===== config.mk =====
export PLATFORM = sky130hd
export DESIGN_NAME = id_stage
export DESIGN_NICKNAME = d
export VERILOG_FILES = /design/src/rtl/mips_defs.sv /design/src/rtl/hazard_unit.sv /design/src/rtl/id_stage.sv
export SDC_FILE = /design/constraint.sdc
export NUM_CORES = 1
export LEC_CHECK = 0
export ABC_AREA = 1
export CORE_ASPECT_RATIO = 1.5
export CORE_MARGIN = 2
export CORE_UTILIZATION = 46
export DETAILED_ROUTE_END_ITERATION = 7
export PLACE_DENSITY = 0.91
export SLEW_MARGIN = 30
export SYNTH_ARGS = -nofsm -noshare
export SYNTH_HDL_FRONTEND = slang
export SYNTH_SLANG_ARGS = --single-unit
export TNS_END_PERCENT = 100

===== constraint.sdc =====
create_clock -name clk -period 12.9 [get_ports clk]
set_clock_uncertainty 0.05 [all_clocks]
set_input_delay 2.58 -clock clk [delete_from_list [all_inputs] [get_ports clk]]
set_output_delay 2.58 -clock clk [all_outputs]
set_load 0.1 [all_outputs]

===== src/rtl/mips_defs.sv =====
`default_nettype none
// ============================================================================
//  Package     : mips_defs
//  Description : Opcode/funct encodings, Tuse/Tnew timing constants and
//                instruction classification helpers shared by the decode stage.
//  Revision    : 1.0 - initial release
// ============================================================================
package mips_defs;

  // Primary opcodes (instr[31:26])
  localparam logic [5:0] OP_SPECIAL = 6'h00;
  localparam logic [5:0] OP_ORI     = 6'h0d;
  localparam logic [5:0] OP_LUI     = 6'h0f;
  localparam logic [5:0] OP_LW      = 6'h23;
  localparam logic [5:0] OP_SW      = 6'h2b;
  localparam logic [5:0] OP_BEQ     = 6'h04;
  localparam logic [5:0] OP_J       = 6'h02;
  localparam logic [5:0] OP_JAL     = 6'h03;

  // SPECIAL funct codes (instr[5:0])
  localparam logic [5:0] FN_ADDU    = 6'h21;
  localparam logic [5:0] FN_SUBU    = 6'h23;
  localparam logic [5:0] FN_JR      = 6'h08;

  // Tuse: cycles from D until the operand is consumed. TUSE_NONE marks an
  // operand the instruction does not read; it is never below any Tnew.
  localparam logic [1:0] TUSE_0     = 2'd0;
  localparam logic [1:0] TUSE_1     = 2'd1;
  localparam logic [1:0] TUSE_2     = 2'd2;
  localparam logic [1:0] TUSE_NONE  = 2'd3;

  // Tnew: cycles until a result is available for forwarding.
  localparam logic [1:0] TNEW_0      = 2'd0;
  localparam logic [1:0] TNEW_1      = 2'd1;
  localparam logic [1:0] TNEW_2      = 2'd2;
  localparam logic [1:0] TNEW_M_LOAD = 2'd1;

  localparam logic [31:0] RESET_PC_DEFAULT = 32'h0000_3000;

  typedef enum logic [3:0] {
    I_NOP  = 4'd0,
    I_ADDU = 4'd1,
    I_SUBU = 4'd2,
    I_ORI  = 4'd3,
    I_LUI  = 4'd4,
    I_LW   = 4'd5,
    I_SW   = 4'd6,
    I_BEQ  = 4'd7,
    I_J    = 4'd8,
    I_JAL  = 4'd9,
    I_JR   = 4'd10
  } instr_e;

  // Anything outside the supported set collapses to I_NOP.
  function automatic instr_e classify(input logic [5:0] op, input logic [5:0] fn);
    instr_e c;
    c = I_NOP;
    case (op)
      OP_SPECIAL: begin
        case (fn)
          FN_ADDU: c = I_ADDU;
          FN_SUBU: c = I_SUBU;
          FN_JR:   c = I_JR;
          default: c = I_NOP;
        endcase
      end
      OP_ORI:  c = I_ORI;
      OP_LUI:  c = I_LUI;
      OP_LW:   c = I_LW;
      OP_SW:   c = I_SW;
      OP_BEQ:  c = I_BEQ;
      OP_J:    c = I_J;
      OP_JAL:  c = I_JAL;
      default: c = I_NOP;
    endcase
    return c;
  endfunction

  function automatic logic [1:0] tuse_rs(input instr_e c);
    case (c)
      I_BEQ, I_JR:                       return TUSE_0;
      I_ADDU, I_SUBU, I_ORI, I_LW, I_SW: return TUSE_1;
      default:                           return TUSE_NONE;
    endcase
  endfunction

  function automatic logic [1:0] tuse_rt(input instr_e c);
    case (c)
      I_BEQ:          return TUSE_0;
      I_ADDU, I_SUBU: return TUSE_1;
      I_SW:           return TUSE_2;
      default:        return TUSE_NONE;
    endcase
  endfunction

  // Tnew of an instruction sitting in E.
  function automatic logic [1:0] tnew_e(input instr_e c);
    case (c)
      I_LW:                         return TNEW_2;
      I_ADDU, I_SUBU, I_ORI, I_LUI: return TNEW_1;
      default:                      return TNEW_0;
    endcase
  endfunction

endpackage : mips_defs
`default_nettype wire


===== src/rtl/hazard_unit.sv =====
`default_nettype none
// ============================================================================
//  Module      : hazard_unit
//  Description : Combinational stall decision from the D operands' Tuse and
//                the pending writers in E and M.
//  Revision    : 1.0 - initial release
// ============================================================================
module hazard_unit
  import mips_defs::*;
(
  input  logic [4:0] d_rs,
  input  logic [4:0] d_rt,
  input  logic [1:0] d_tuse_rs,
  input  logic [1:0] d_tuse_rt,
  input  logic [4:0] e_wa,
  input  logic [1:0] e_tnew,
  input  logic [4:0] m_wa,
  input  logic       m_is_load,
  output logic       stall
);

  // One operand stalls when a producer cannot deliver it before it is needed.
  function automatic logic operand_blocked(
    input logic [4:0] r,
    input logic [1:0] tuse,
    input logic [4:0] ewa,
    input logic [1:0] etnew,
    input logic [4:0] mwa,
    input logic       mload
  );
    logic blk;
    blk = 1'b0;
    if (r != 5'd0 && tuse != TUSE_NONE) begin
      if (r == ewa && tuse < etnew)
        blk = 1'b1;
      if (r == mwa && mload && tuse < TNEW_M_LOAD)
        blk = 1'b1;
    end
    return blk;
  endfunction

  logic rs_blocked;
  logic rt_blocked;

  // Evaluate both source operands against the E and M writers.
  always_comb begin
    rs_blocked = operand_blocked(d_rs, d_tuse_rs, e_wa, e_tnew, m_wa, m_is_load);
    rt_blocked = operand_blocked(d_rt, d_tuse_rt, e_wa, e_tnew, m_wa, m_is_load);
  end

  assign stall = rs_blocked | rt_blocked;

endmodule : hazard_unit
`default_nettype wire


===== src/rtl/id_stage.sv =====
`default_nettype none
// ============================================================================
//  Module      : id_stage
//  Description : MIPS decode stage. Decodes the F/D word, resolves
//                beq/j/jal/jr, drives next-PC and stall back to fetch and
//                loads the D/E pipeline register.
//  Revision    : 1.0 - initial release
// ============================================================================
module id_stage
  import mips_defs::*;
#(
  parameter logic [31:0] RESET_PC = RESET_PC_DEFAULT
) (
  input  logic        clk,
  input  logic        reset,
  input  logic [31:0] F_instruc,
  input  logic [31:0] FD_PC,
  input  logic [31:0] F_N_PC,
  input  logic [31:0] D_rs_data,
  input  logic [31:0] D_rt_data,
  input  logic [4:0]  M_wa,
  input  logic        M_is_load,
  output logic [4:0]  D_rs_addr,
  output logic [4:0]  D_rt_addr,
  output logic [31:0] F_NPC,
  output logic        stall,
  output logic [31:0] DE_instruc,
  output logic [31:0] DE_PC,
  output logic [31:0] DE_rs_data,
  output logic [31:0] DE_rt_data,
  output logic [31:0] DE_imm32,
  output logic [4:0]  DE_wa,
  output logic        DE_is_load
);

  instr_e      d_cls;
  instr_e      e_cls;
  logic [31:0] d_imm32;
  logic [4:0]  d_wa;
  logic [31:0] pc_plus4;
  logic [31:0] npc;
  logic [1:0]  e_tnew;

  logic [31:0] de_instruc_q, de_instruc_d;
  logic [31:0] de_pc_q,      de_pc_d;
  logic [31:0] de_rs_data_q, de_rs_data_d;
  logic [31:0] de_rt_data_q, de_rt_data_d;
  logic [31:0] de_imm32_q,   de_imm32_d;
  logic [4:0]  de_wa_q,      de_wa_d;
  logic        de_is_load_q, de_is_load_d;

  assign D_rs_addr = F_instruc[25:21];
  assign D_rt_addr = F_instruc[20:16];

  // Classify the D instruction and derive its immediate and destination.
  always_comb begin
    d_cls   = classify(F_instruc[31:26], F_instruc[5:0]);
    d_imm32 = 32'd0;
    d_wa    = 5'd0;
    case (d_cls)
      I_ORI:               d_imm32 = {16'd0, F_instruc[15:0]};
      I_LUI:               d_imm32 = {F_instruc[15:0], 16'd0};
      I_LW, I_SW, I_BEQ:   d_imm32 = {{16{F_instruc[15]}}, F_instruc[15:0]};
      default:             d_imm32 = 32'd0;
    endcase
    case (d_cls)
      I_ADDU, I_SUBU:      d_wa = F_instruc[15:11];
      I_ORI, I_LUI, I_LW:  d_wa = F_instruc[20:16];
      I_JAL:               d_wa = 5'd31;
      default:             d_wa = 5'd0;
    endcase
  end

  // Next-PC selection; control transfers are relative to the delay slot.
  always_comb begin
    pc_plus4 = FD_PC + 32'd4;
    npc      = F_N_PC + 32'd4;
    case (d_cls)
      I_BEQ: if (D_rs_data == D_rt_data) npc = pc_plus4 + {d_imm32[29:0], 2'b00};
      I_J,
      I_JAL: npc = {pc_plus4[31:28], F_instruc[25:0], 2'b00};
      I_JR:  npc = D_rs_data;
      default: npc = F_N_PC + 32'd4;
    endcase
  end

  assign F_NPC = npc;

  // Result latency of whatever currently sits in E.
  always_comb begin
    e_cls  = classify(de_instruc_q[31:26], de_instruc_q[5:0]);
    e_tnew = de_is_load_q ? TNEW_2 : tnew_e(e_cls);
  end

  hazard_unit u_hazard_unit (
    .d_rs      (F_instruc[25:21]),
    .d_rt      (F_instruc[20:16]),
    .d_tuse_rs (tuse_rs(d_cls)),
    .d_tuse_rt (tuse_rt(d_cls)),
    .e_wa      (de_wa_q),
    .e_tnew    (e_tnew),
    .m_wa      (M_wa),
    .m_is_load (M_is_load),
    .stall     (stall)
  );

  // Next D/E contents: a bubble while stalled, otherwise the decoded fields.
  always_comb begin
    de_pc_d      = FD_PC;
    de_instruc_d = 32'd0;
    de_rs_data_d = 32'd0;
    de_rt_data_d = 32'd0;
    de_imm32_d   = 32'd0;
    de_wa_d      = 5'd0;
    de_is_load_d = 1'b0;
    if (!stall) begin
      de_instruc_d = F_instruc;
      de_rs_data_d = D_rs_data;
      de_rt_data_d = D_rt_data;
      de_imm32_d   = d_imm32;
      de_wa_d      = d_wa;
      de_is_load_d = (d_cls == I_LW);
    end
  end

  // D/E pipeline register; reset leaves a bubble in E at the reset PC.
  always_ff @(posedge clk or negedge reset) begin
    if (!reset) begin
      de_instruc_q <= 32'd0;
      de_pc_q      <= RESET_PC;
      de_rs_data_q <= 32'd0;
      de_rt_data_q <= 32'd0;
      de_imm32_q   <= 32'd0;
      de_wa_q      <= 5'd0;
      de_is_load_q <= 1'b0;
    end else begin
      de_instruc_q <= de_instruc_d;
      de_pc_q      <= de_pc_d;
      de_rs_data_q <= de_rs_data_d;
      de_rt_data_q <= de_rt_data_d;
      de_imm32_q   <= de_imm32_d;
      de_wa_q      <= de_wa_d;
      de_is_load_q <= de_is_load_d;
    end
  end

  assign DE_instruc = de_instruc_q;
  assign DE_PC      = de_pc_q;
  assign DE_rs_data = de_rs_data_q;
  assign DE_rt_data = de_rt_data_q;
  assign DE_imm32   = de_imm32_q;
  assign DE_wa      = de_wa_q;
  assign DE_is_load = de_is_load_q;

endmodule : id_stage
`default_nettype wire

# After elaboration in Yosys (flattened, before gate mapping)
# Index checks and enable logic that the tools add are counted.
dict set report totals {
  wordCells 100
  regBits 166
}
dict set report classes {
  eq_ne 42
  addsub 3
  n_mux 24
  n_lt_le_gt_ge 4
  reduce_logical 19
  bitwise_logic 1
}
# operator n
set ops {}
lappend ops {{$pmux 32 s3} 2}
lappend ops {{$mux 32} 5}
lappend ops {{$add 32x3->32 const B} 2}
lappend ops {{$pmux 4 s8} 2}
lappend ops {{$eq 6x6->1 const B} 8}
lappend ops {{$eq 6x4->1 const B} 6}
lappend ops {{$add 32x32->32} 1}
lappend ops {{$eq 32x32->1} 1}
lappend ops {{$eq 4x3->1 const B} 6}
lappend ops {{$eq 6x2->1 const B} 4}
lappend ops {{$pmux 4 s3} 2}
lappend ops {{$eq 5x5->1} 4}
lappend ops {{$eq 4x2->1 const B} 4}
lappend ops {{$pmux 5 s3} 1}
lappend ops {{$eq 4x4->1 const B} 3}
lappend ops {{$eq 6x3->1 const B} 2}
lappend ops {{$logic_not 6->1} 2}
lappend ops {{$reduce_bool 5->1} 2}
lappend ops {{$eq 4x1->1 const B} 2}
lappend ops {{$logic_and 1x1->1} 8}
lappend ops {{$pmux 2 s2} 2}
lappend ops {{$mux 1} 7}
lappend ops {{$pmux 2 s3} 1}
lappend ops {{$reduce_or 2->1} 3}
lappend ops {{other kinds (9)} 13}

# Depth between registers and ports, before layout
dict set report depth {
  depth_word 14
  depth_mapped 24
}

# Modules after synthesis
# Synthesis repeated with hierarchy kept, for this count alone.
dict set report hier_totals {
  cells_unflattened 1669
  hier_area_um2 11294.6
}
# mod instances cells_per_inst area_per_inst_um2 seq_area_each_um2
set by_module_without_submodules {}
lappend by_module_without_submodules {id_stage 1 1561 10821.6 4156.5}
lappend by_module_without_submodules {hazard_unit 1 108 473.0 0.0}

# Least setup slack after synthesis
# OpenSTA, ideal clock, no wires.
dict set report synth_path {
  path_type {input to output}
  start {input port F_instruc[31]}
  end {output port F_NPC[10]}
  arrival_time_ns 6.083
  setup_slack_ns 4.187
  cell_stages 18
  n_path_buf 1
  required_time_ns 10.270
  path_cell_list {inv_1 > nand2_1 > nor2_1 > nand2_1 > nand4_1 > buf_4 > inv_1 > nor2_1 > ha_1 > inv_1 > fa_1 > nor2_1 > nand3_1 > nand2_1 > nand2_1 > nand2_1 > xor2_1 > o211ai_1}
}
dict set report synth_between {
  elab_chain_len 8
}
# element line
set synth_rtl {}
lappend synth_rtl {{start: declaration} id_stage.sv:16} ;# input logic [31:0] F_instruc,
lappend synth_rtl {{$eq 6x2->1 (tied with other cells)} mips_defs.sv:58} ;# case (op)
lappend synth_rtl {{$pmux 4 s8 (*)} mips_defs.sv:58}
lappend synth_rtl {{$eq 4x3->1, on equally long branches} {id_stage.sv:60, id_stage.sv:78}}
lappend synth_rtl {{$reduce_or 3->1} id_stage.sv:60} ;# case (d_cls)
lappend synth_rtl {{$pmux 32 s3} id_stage.sv:60}
lappend synth_rtl {{$add 32x32->32} id_stage.sv:79} ;# I_BEQ: if (D_rs_data == D_rt_data) npc = pc_plus4 + {d_imm32[29:0], 2'b00};
lappend synth_rtl {{$mux 32} id_stage.sv:79}
lappend synth_rtl {{$pmux 32 s3 (*)} id_stage.sv:78} ;# case (d_cls)
lappend synth_rtl {{end: declaration} id_stage.sv:25} ;# output logic [31:0] F_NPC,
# Every way passes the cells marked *; elsewhere a longest branch is shown, timed or not.

# Worst setup path after layout
dict set report layout_path {
  start {input port F_instruc[28]}
  end {output port F_NPC[28]}
}
# The elaborated chain is that of the path after synthesis.

==> results.ini <==
[die]
start_util_pct = 47.0
die-area_sq_um = 25600
die_x_microns = 131
coreArea_sq_um = 23800
fp-row-count = 69
io_pins = 377
die_y_microns = 195

[power_and_ir_drop]
p_int_mw = 0.964
p_per_area_nw_per_um2 = 103
p_seq_share_pct = 34.4
switching_power_mw = 0.644
p_leak_nw = 7.79
clockPowerShare_pct = 31.6
p_sw_share_pct = 40.0
power_frac_comb_pct = 33.9
power_mw = 1.61
irDropWorstVdd_mv = 0.0861

[placed_design]
dp_cells = 2271
io_buffers = 376
place_congestion = 0.962
post_dp_cell_area_sq_um = 15100
dp_slack_ns = 2.49
dp_hpwl_microns = 39300

[critical_path]
crit_path_max_fanout = 28
r2r_cells = 15
rr_startpoint = DE_instruc[31]$_DFF_PN0_
critPathRequiredTime_ns = 10.27
max_stage_delay_ns = 1.15
path_class = in -> out
crit_path_frequent_cell = nand2_1
arrival_ns = 7.83
path_cells = clkdlybuf4s50_1, inv_1, nor2_1, nand3_2, nand4_1, inv_1, nor2_1, ha_1, inv_1, fa_1, nor2_1, nand3_1, nand2_1, nand2_1, nand2_1, nand2_1, nand2_1, nand2_1, nand3_1, nand2_1, nand3_1, nand2_1, nand3_1, clkdlybuf4s50_1
r2r-end = DE_imm32[17]$_DFF_PN0_
crit_path_end_kind = output pin
r2r_slack_ns = 8.96
start_kind = primary input
crit_slowest_cell = clkdlybuf4s50_1

[status]
status = finished, final reports clean

[min_path]
worstHoldStart = DE_wa[1]$_DFF_PN0_
hold-path-cell-count = 7
holdPathEnd = DE_instruc[15]$_DFF_PN0_
hold_path.class = reg -> reg

[timing]
rsz0062_at_grt = no
min_period_ns = 10.46
slew_violations = 0
finalCritPeriodShare_pct = 81.0
fin_ws_ns = 2.44
tns_ns = 0
setup_viol = 0
slew_headroom_pct = 28.5
worst_pin_slew_ns = 1.07
fin_worst_hold_slack_ns = 1.31
timing.final.hold_violations = 0
fmax_mhz = 95.6

[clocking]
cts_buffers = 17
cts.clk_slew.worst_paths_ns = 0.07
cts.htree.levels = 4
clock_latency_ns = 0.45
cts_tree = done
clockBufferDepth = 2
ctsHoldBuffers = 0
cts.root.buffer_cell = clkbuf_16
post_cts_buffers = 0
cts_sinks = 166
ctsResizeCount = 0

[global_routing]
grt_max_degree = 101
grt_pass1_wl_microns = 71900
antenna_found_initial = 8
gr-total-overflow = 0
track_usage_pct = 37.2
grt_pass1_vias = 12424

[final_layout]
final_cell_mix = 356 x clkdlybuf4s50_1, 331 x nand2_1, 294 x inv_1
drive_gt1_share_pct = 5.09
post-route-util_pct = 65.7
mostFrequentLayoutCell = clkdlybuf4s50_1
multiInputGateArea_sq_um = 5680
nNetsFinal = 2170
syn2layout_area_growth_pct = 39.8
seq_area_sq_um = 4160
final_area_sq_um = 15600
final_cell_count_no_fill = 2309
fillCellCount = 2090

[route]
drc_errors = 0
wl_microns = 48300
drt_iter0_markers = 1259
first_pass_iters = 6
ant_nets = 0
via_per_inst = 5.49
avgRoutedWirePerCell_microns = 20.9
vias = 12665

[synth]
synth-seq-cells = 166
syn_inst = 1619
netlist-cell-type-count = 46
synthTopCellsByArea = dfrtp_1 37%, nand2_1 11%, inv_1 9.9%, nor2_1 8.4%, nand3_1 5.8%
synth_edf_count = 0
yosysWarningCount = 0
syn_area_sq_um = 11200
synth_nets = 1818
synth_top_area_cell = dfrtp_1
yosysSeqAreaShare_pct = 37.1
async_flop_share_pct = 100
synth_top_cell_area_share_pct = 36.7
avgSynthCellArea_sq_um = 6.91
synthFlopType = dfrtp_1

[run]
cap_violations = 0

## cells by family (layout without fill, tap and decap cells)
group	after synthesis	after routing	share of synthesized area, %
other cells	0	6	0
fa+ha+maj	31	31	3.53
buf+inv	346	711	12.2
flops	166	166	37.1
xor+xnor	67	67	5.24
compound gates	190	190	10.3
simple gates	819	819	31.6
## area by class of cell
class / instances / area share [%]
antenna: 6 / 0.0960
clock buffer: 20 / 2.92
clock inverter: 12 / 0.744
inverter: 299 / 7.17
multi-input combinational: 1107 / 36.3
sequential: 166 / 26.6
tap: 319 / 2.55
timing repair buffer: 380 / 23.7
## critical path: cells and delay by family
family / cells / cell delay, ns
adder cells (fa/ha/maj): 2 / 0.62
AND/OR/NAND/NOR: 17 / 2.59
buffers and inverters: 5 / 2.01
## synth_stat cells, types with 2 or more instances
library cell and n:
a21oi_1 75, nand4_1 30, a31o_2 2, nand3_1 130, nand3b_1 4, xnor2_1 19, inv_2 5, a221oi_1 7
xor2_1 48, o2111ai_1 7, o221ai_1 5, nor3_2 3, nor3_1 21, nor2_2 6, a22oi_1 25, o21ai_0 40
nor4_1 16, inv_1 294, or2_2 16, nand2_1 331, nand3_2 4, clkbuf_1 19, o211ai_1 7, ha_1 30
o21ai_1 3, dfstp_2 2, buf_4 12, a31oi_1 2, o22ai_1 8, o21bai_1 3, buf_2 14, dfrtp_1 164
nor2_1 249, nand2_2 4, a211oi_1 3
## power groups by stage
stage | registers [mW] | clock network [mW] | logic [mW]
after detailed placement | 0.563 | 0 | 0.541
after CTS | 0.553 | 0.510 | 0.544
after global placement | 0.562 | 0 | 0.541
final | 0.553 | 0.509 | 0.546
after global routing | 0.555 | 0.530 | 0.567
after floorplan | 0.737 | 0 | 0.174
## sequential cells by signal (all words and copies together), names as in the netlist
signal      count
DE_rs_data     32
DE_PC          32
DE_wa           5
DE_instruc     32
DE_rt_data     32
DE_is_load      1
DE_imm32       32
## per-layer routing
metal / vias to the layer above / global-route usage (%) / wire, microns
met5: - / 0 / 20
met4: 4 / 30.4 / 4310
met3: 223 / 8.52 / 3930
met2: 762 / 65.1 / 24100
met1: 5816 / 37.8 / 15900
li1: 5860 / - / -
## worst max-delay path by stage
stage | from | end | depth (start not counted)
floorplan | F_instruc[31] | F_NPC[10] | 18
global placement | FD_PC[2] | F_NPC[31] | 24
detailed placement | FD_PC[2] | F_NPC[31] | 24
CTS | FD_PC[2] | F_NPC[31] | 24
global route | FD_PC[2] | F_NPC[31] | 24
finish | F_instruc[28] | F_NPC[28] | 24
Power figures use the tool's default switching activity.
